==> config.mk <==
export PLATFORM = sky130hd
export DESIGN_NAME = word_assembler
export DESIGN_NICKNAME = d
export VERILOG_FILES = /design/src/rtl/word_assembler.sv
export SDC_FILE = /design/constraint.sdc
export NUM_CORES = 1
export LEC_CHECK = 0
export CAP_MARGIN = 5
export CORE_MARGIN = 4
export CORE_UTILIZATION = 55
export CTS_BUF_LIST = sky130_fd_sc_hd__clkbuf_16
export CTS_CLUSTER_SIZE = 28
export DETAILED_ROUTE_END_ITERATION = 12
export GPL_TIMING_DRIVEN = 0
export PLACE_DENSITY = 0.83
export RECOVER_POWER = 25
export SLEW_MARGIN = 20
export SYNTH_ARGS = -nofsm -noshare
export SYNTH_HDL_FRONTEND = slang
export SYNTH_SLANG_ARGS = --single-unit
==> constraint.sdc <==
create_clock -name clk -period 2.5 [get_ports clk]
set_input_delay 0.375 -clock clk [delete_from_list [all_inputs] [get_ports clk]]
set_output_delay 0.375 -clock clk [all_outputs]
set_load 0.005 [all_outputs]
==> src/rtl/word_assembler.sv <==
// Serial-to-parallel word builder: collects P payload bits under valid/ready, prepends a
// constant marker field and queues finished words in a small output FIFO.
module word_assembler #(
  parameter int WORD_W    = 12,
  parameter int MARKER_W  = 1,
  parameter int MARKER    = 1,
  parameter int MSB_FIRST = 1,
  parameter int GAP       = 1,
  parameter int DEPTH     = 4
) (
  input  logic                     clk,
  input  logic                     rst,
  input  logic                     in_bit,
  input  logic                     in_valid,
  output logic                     in_ready,
  output logic [WORD_W-1:0]        word_out,
  output logic                     word_valid,
  input  logic                     word_ready,
  output logic                     overflow,
  output logic [$clog2(DEPTH):0]   fill
);

  localparam int P  = WORD_W - MARKER_W;
  localparam int CW = $clog2(P + 1);
  localparam int GW = (GAP > 1) ? $clog2(GAP) : 1;
  localparam int AW = $clog2(DEPTH);

  // Marker bits pre-shifted into the top of the word; bits beyond WORD_W fall off.
  localparam logic [WORD_W-1:0] MARKER_FIELD =
      (MARKER_W == 0) ? '0 : (WORD_W'(MARKER) << P);

  localparam logic [1:0] StCollect = 2'd0;
  localparam logic [1:0] StPush    = 2'd1;
  localparam logic [1:0] StGap     = 2'd2;

  logic [1:0]        state_q, state_d;
  logic [CW-1:0]     cnt_q, cnt_d;
  logic [P-1:0]      payload_q, payload_d;
  logic [GW-1:0]     gap_q, gap_d;
  logic [CW-1:0]     bit_idx;
  logic              accept;

  logic [WORD_W-1:0] mem [DEPTH];
  logic [AW-1:0]     wr_ptr_q, rd_ptr_q;
  logic [AW:0]       count_q, count_d;
  logic              push, pop, full, wr_en;
  logic [WORD_W-1:0] word_in;

  always_comb begin
    in_ready  = (state_q == StCollect) && !rst;
    accept    = in_valid && in_ready;
    bit_idx   = (MSB_FIRST != 0) ? (CW'(P - 1) - cnt_q) : cnt_q;
    state_d   = state_q;
    cnt_d     = cnt_q;
    payload_d = payload_q;
    gap_d     = gap_q;
    case (state_q)
      StCollect: begin
        if (accept) begin
          for (int i = 0; i < P; i++) begin
            if (bit_idx == CW'(i)) payload_d[i] = in_bit;
          end
          cnt_d = cnt_q + CW'(1);
          if (cnt_q == CW'(P - 1)) state_d = StPush;
        end
      end
      StPush: begin
        cnt_d     = '0;
        payload_d = '0;
        gap_d     = '0;
        state_d   = (GAP > 0) ? StGap : StCollect;
      end
      StGap: begin
        if (gap_q == GW'(GAP - 1)) state_d = StCollect;
        else                       gap_d   = gap_q + GW'(1);
      end
      default: state_d = StCollect;
    endcase
  end

  always_ff @(posedge clk) begin
    if (rst) begin
      state_q   <= StCollect;
      cnt_q     <= '0;
      payload_q <= '0;
      gap_q     <= '0;
    end else begin
      state_q   <= state_d;
      cnt_q     <= cnt_d;
      payload_q <= payload_d;
      gap_q     <= gap_d;
    end
  end

  // A push into a full FIFO still lands when the head is popped in the same cycle.
  always_comb begin
    word_in    = MARKER_FIELD | WORD_W'(payload_q);
    push       = (state_q == StPush);
    full       = (count_q == (AW + 1)'(DEPTH));
    word_valid = (count_q != '0) && !rst;
    pop        = word_valid && word_ready;
    wr_en      = push && (!full || pop);
    overflow   = push && full && !pop && !rst;
    word_out   = word_valid ? mem[rd_ptr_q] : '0;
    fill       = rst ? '0 : count_q;
    count_d    = count_q;
    case ({wr_en, pop})
      2'b10:   count_d = count_q + (AW + 1)'(1);
      2'b01:   count_d = count_q - (AW + 1)'(1);
      default: count_d = count_q;
    endcase
  end

  always_ff @(posedge clk) begin
    if (wr_en && !rst) mem[wr_ptr_q] <= word_in;
  end

  always_ff @(posedge clk) begin
    if (rst) begin
      wr_ptr_q <= '0;
      rd_ptr_q <= '0;
      count_q  <= '0;
    end else begin
      if (wr_en) wr_ptr_q <= wr_ptr_q + AW'(1);
      if (pop)   rd_ptr_q <= rd_ptr_q + AW'(1);
      count_q <= count_d;
    end
  end

endmodule

; Word level (Yosys, flattened, before mapping)
; Memory sizes are Yosys's and may differ from the RTL's. A register that Yosys moved wholly into a read port is not among the register bits.
; Index checks and enable logic that the tools add are counted.
[word_totals]
regBits = 25
latch_bits = 0
ram_bits = 44
mem_bits_ro = 0
input_bits = 5
output_inout_bits = 18
elab_cells = 115
memories = 1
[mem_list]
columns = name, depth, word_bits, read_ports, rd_clocked_by_memory_dff, wr, line_no
row1 = mem, 4, 11, 1, 1, 1, 43  ; logic [WORD_W-1:0] mem [DEPTH];
[op_classes]
n_addsub = 7
mul = 0
div_mod_pow = 0
order_cmp = 0
n_eq_ne = 30
n_shift = 0
n_mux = 28
n_bitwise = 0
n_reduce_logical = 32
[ops]
columns = operator, count
row1 = AND reduction 3 bit, 12
row2 = "inequality test 2 x 1 -> 1 bit, second input constant", 12
row3 = one-hot mux 11 bit (2 select lines), 1
row4 = "== test 4 x 3 -> 1 bit, second input constant", 4
row5 = "== test 4 bit, second input constant", 4
row6 = 2-to-1 mux 1 bit, 14
row7 = 2-to-1 mux 12 bit, 1
row8 = 2-to-1 mux 11 bit, 1
row9 = 2-to-1 mux 2 bit, 5
row10 = logical AND 1 bit, 9
row11 = "== test 4 x 2 -> 1 bit, second input constant", 2
row12 = one-hot mux 4 bit (2 select lines), 1
row13 = one-hot mux 2 bit (3 select lines), 1
row14 = one-hot mux 3 bit (2 select lines), 1
row15 = nonzero test 2 bit, 3
row16 = "adder 2 x 1 -> 2 bit, second input constant", 2
row17 = "adder 4 x 1 -> 4 bit, second input constant", 1
row18 = "== test 2 x 1 -> 1 bit, second input constant", 2
row19 = "== test 2 bit, second input constant", 2
row20 = "== test 4 x 1 -> 1 bit, second input constant", 1
row21 = zero test 4 bit, 1
row22 = 2-to-1 mux 4 bit, 1
row23 = "inequality test 2 bit, second input constant", 2
row24 = "subtractor 4 bit, first input constant", 1
row25 = 11 further kinds, 13

; Depth between registers and ports, before layout
[depth]
word_depth = 8
ltp_mapped = 9
mapped_depth_nobuf = 7

; Least setup slack after synthesis
; No wires, ideal clock.
[synth_timing]
path_type = flip-flop to flip-flop
startpoint = reg state_q[1]
endpoint = reg count_q[2]
setup_ps = 120
t_arrival_ps = 2064
required_ps = 2380
path_slack_ps = 316
stages_incl_launch_ff = 10
cell_sequence = dfxtp_1 nand2b_1 buf_4 and2b_1 buf_2 nand2_1 fa_1 or3_1 a32oi_1 a21oi_1
[synth_via]
elab_chain_len = 4
elab_cells_between_ends = 6
[synth_lines]
columns = item, line_no
row1 = "start, declared", 36  ; logic [1:0] state_q, state_d;
row2 = "start signal, assigned", 83  ; state_q <= StCollect;
row3 = "start signal, assigned", 88  ; state_q <= state_d;
row4 = == test 2 x 1 -> 1 bit (*), 98  ; push = (state_q == StPush);
row5 = logical AND 1 bit (*), 102  ; wr_en = push && (!full || pop);
row6 = == test 2 x 1 -> 1 bit / == test 2 bit (equally long branches), 107  ; case ({wr_en, pop})
row7 = one-hot mux 3 bit (2 select lines) / nonzero test 2 bit (equally long branches), -
row8 = "end signal, assigned", 126  ; count_q <= count_d;
row9 = "end, declared", 45  ; logic [AW:0] count_q, count_d;
; Mark *: on every way between the ends. The rest lies on a longest branch, timed or not.
; A chain may end at the register's enable or synchronous reset.

==> run summary <==
outcome -> complete, no violations
Num CTS Buffers -> 9
Post-DP Area -> 0.00346 sq mm
synth unique cells -> 48
Worst setup SP type -> register
Via density -> 5.44
DRT iter0 DRCs -> 66
clk sinks -> 70
P&R area growth vs syn -> 20.5%
Power Internal -> 2110 uW
Remaining Overflow, GRT -> 0
post-synthesis sequential area ratio -> 58.5%
H-tree levels -> 3
row cnt -> 27
I/O Pins -> 23
Core Footprint -> 0.00554 sq mm
synth warn -> 0
switching power -> 496 uW
Post-CTS Setup Inserts -> 0
top_reg_cell synth -> edfxtp_1
Clock Tree Buf Depth -> 2
Clk pwr share -> 50.7%
Final min period -> 2.38 ns
reg-to-reg setup timing slack -> 0.13 ns
final antenna-violating net count -> 0
commonest non-fill, non-tap cell in the layout -> edfxtp_1
max-cap viol count -> 0
Pwr Density -> 687 mW/mm^2
cell count of the worst reg-to-reg path -> 9
HP Class -> register to register
Chip Height -> 83.6 um
Fmax -> 421 MHz
Final setup viols -> 0
Slew Viols, Final -> 0
via count -> 1,866
final hold violation count -> 0
ys async rst share -> 0%
Slew headroom -> 61.3%
Comb pwr share -> 2.3%
Flop pwr share -> 47.0%
die width -> 83.6 um
switching share of total power -> 19.0%
Filler cells -> 399
starting density of the core -> 56.8%
clock skew -> 0.00401 ns
final design area excluding fillers -> 0.00379 sq mm
post-synthesis cell count -> 233
commonest non-fill, non-tap cells in the layout -> edfxtp_1, dfxtp_1, clkdlybuf4s50_1
Tcrit/Tclk final -> 95.1%
share of layout cells above drive strength 1 -> 17.0%
CP arrival -> 2.00 ns
Worst-path clk slew -> 0.05 ns
gp weighted congestion -> 0.831
Port Buffer Count -> 22
pin count of the biggest net entering global routing -> 13
Antenna Cells -> 0
Lkg Pwr -> 0.00141 uW
average size of a mapped cell -> 13.5 sq um
Pwr Total -> 2610 uW
global-route wire length before repair -> 8890 um
drt wl/cell -> 15.8 um
crit path kind -> register to output port
Pre-Repair DR Iteration Count -> 4
GRT Util Overall -> 16.3%
initial antenna violation count -> 0
Worst Setup End Kind -> output port
Clock Latency Late Sink -> 0.32 ns
CP max FO -> 10
maximum VDD drop -> 0.374 mV
RSZ-0062 raised after global routing -> false
Final nets -> 282
HPWL Detailed -> 3510 um
worst slew pin tran -> 0.580 ns
die area -> 0.00700 sq mm
CP Data Required Time -> 2.12 ns
Syn Nets -> 249
DRC viols -> 0
#FFs+latches synth -> 70
Hold Crit Depth -> 2
post-cts resize count -> 4
Post-synth EDFFs -> 44
Post-Syn Area -> 0.00315 sq mm
routed wire length -> 5420 um
Root Buffer -> clkbuf_16
vias in the first global route -> 1,884
CTS tree -> done
cts hold-fix bufs -> 0
worst max-delay path, cell delays in order, from the launching register on:
cell and delay, ns:
dfxtp_1 0.37, buf_6 0.20, mux4_2 0.52, nor2b_1 0.14, clkdlybuf4s50_1 0.44
metal layers:
metal	global-route usage, %	wire (um)
met1	20.0	2430
met4	6.58	52
met2	27.8	2750
met5	0	0
met3	3.85	194
through the flow:
step	cells	hold slack [ns]	worst slack, ns	utilization, %	setup TNS, ns
floorplan	233	0.460	0.316	-	0
global placement	327	0.485	-0.154	62.4	-0.514
detailed placement	327	0.498	-0.191	62.4	-0.637
CTS	343	0.512	0.00897	68.2	0
global route	343	0.537	0.00510	68.5	0
finish	343	0.507	0.122	68.5	0
sequential cells by signal (all words and copies together), names as in the netlist, named ones only:
name,count
cnt_q,4
count_q,3
mem,44
payload_q,11
rd_ptr_q,2
state_q,2
wr_ptr_q,2
power by group through the flow:
| stage | logic [uW] | clock network (uW) | registers, uW |
|---|---|---|---|
| floorplan | 38.5 | 0 | 1250 |
| global placement | 57.6 | 0 | 1250 |
| detailed placement | 58.4 | 0 | 1250 |
| CTS | 59.4 | 1340 | 1220 |
| global route | 65.0 | 1380 | 1230 |
| finish | 60.2 | 1320 | 1230 |
synthesized netlist by cell type, types with 2 or more instances:
library cell / n / share of area [%]
edfxtp_1: 44 / 42
dfxtp_1: 26 / 17
nor2_1: 17 / 2.0
nand2_1: 16 / 1.9
nor2b_1: 14 / 2.8
mux4_2: 11 / 7.9
ha_1: 10 / 4.0
inv_1: 9 / 1.1
mux2i_1: 9 / 2.9
nand3_1: 8 / 1.3
and2_1: 6 / 1.2
buf_2: 6 / 0.95
a21oi_1: 5 / 0.80
o211ai_1: 4 / 0.95
xnor2_1: 4 / 1.1
nand2b_1: 3 / 0.60
nor3_1: 3 / 0.48
and3_1: 2 / 0.40
buf_4: 2 / 0.48
clkbuf_1: 2 / 0.24
mux2_1: 2 / 0.72
nand3b_1: 2 / 0.48
nand4_1: 2 / 0.40
xor2_1: 2 / 0.56
final timing paths:
| check | to | start |
|---|---|---|
| worst min register to register | payload_q[5]$_SDFFE_PP0P_ | payload_q[5]$_SDFFE_PP0P_ |
| worst max register to register | count_q[2]$_SDFFE_PP0P_ | state_q[1]$_SDFFE_PP0P_ |
| worst min-delay path | payload_q[5]$_SDFFE_PP0P_ | payload_q[5]$_SDFFE_PP0P_ |
| worst max-delay path | word_out[5] | register |
cells by family after synthesis:
kind of cell             Yosys count  synth area share [%]
AO/OA/AOI/OAI                     21                  5.77
XOR/XNOR                           6                  1.67
adder cells (fa/ha/maj)           11                  4.61
buffers and inverters             20                  3.10
flip-flops                        70                  58.5
multiplexers                      23                  11.8
AND/OR/NAND/NOR                   82                  14.5
layout make-up:
cell class	instances	area, sq um	area share [%]
sequential	70	1840	48.6
buffer	11	75.1	1.98
clock inverter	7	87.6	2.31
inverter	9	33.8	0.891
timing repair buffer	22	223	5.87
multi-input combinational	143	1210	32.0
tap	72	90.1	2.38
clock buffer	9	225	5.94
(Power assumes the default switching activity.)
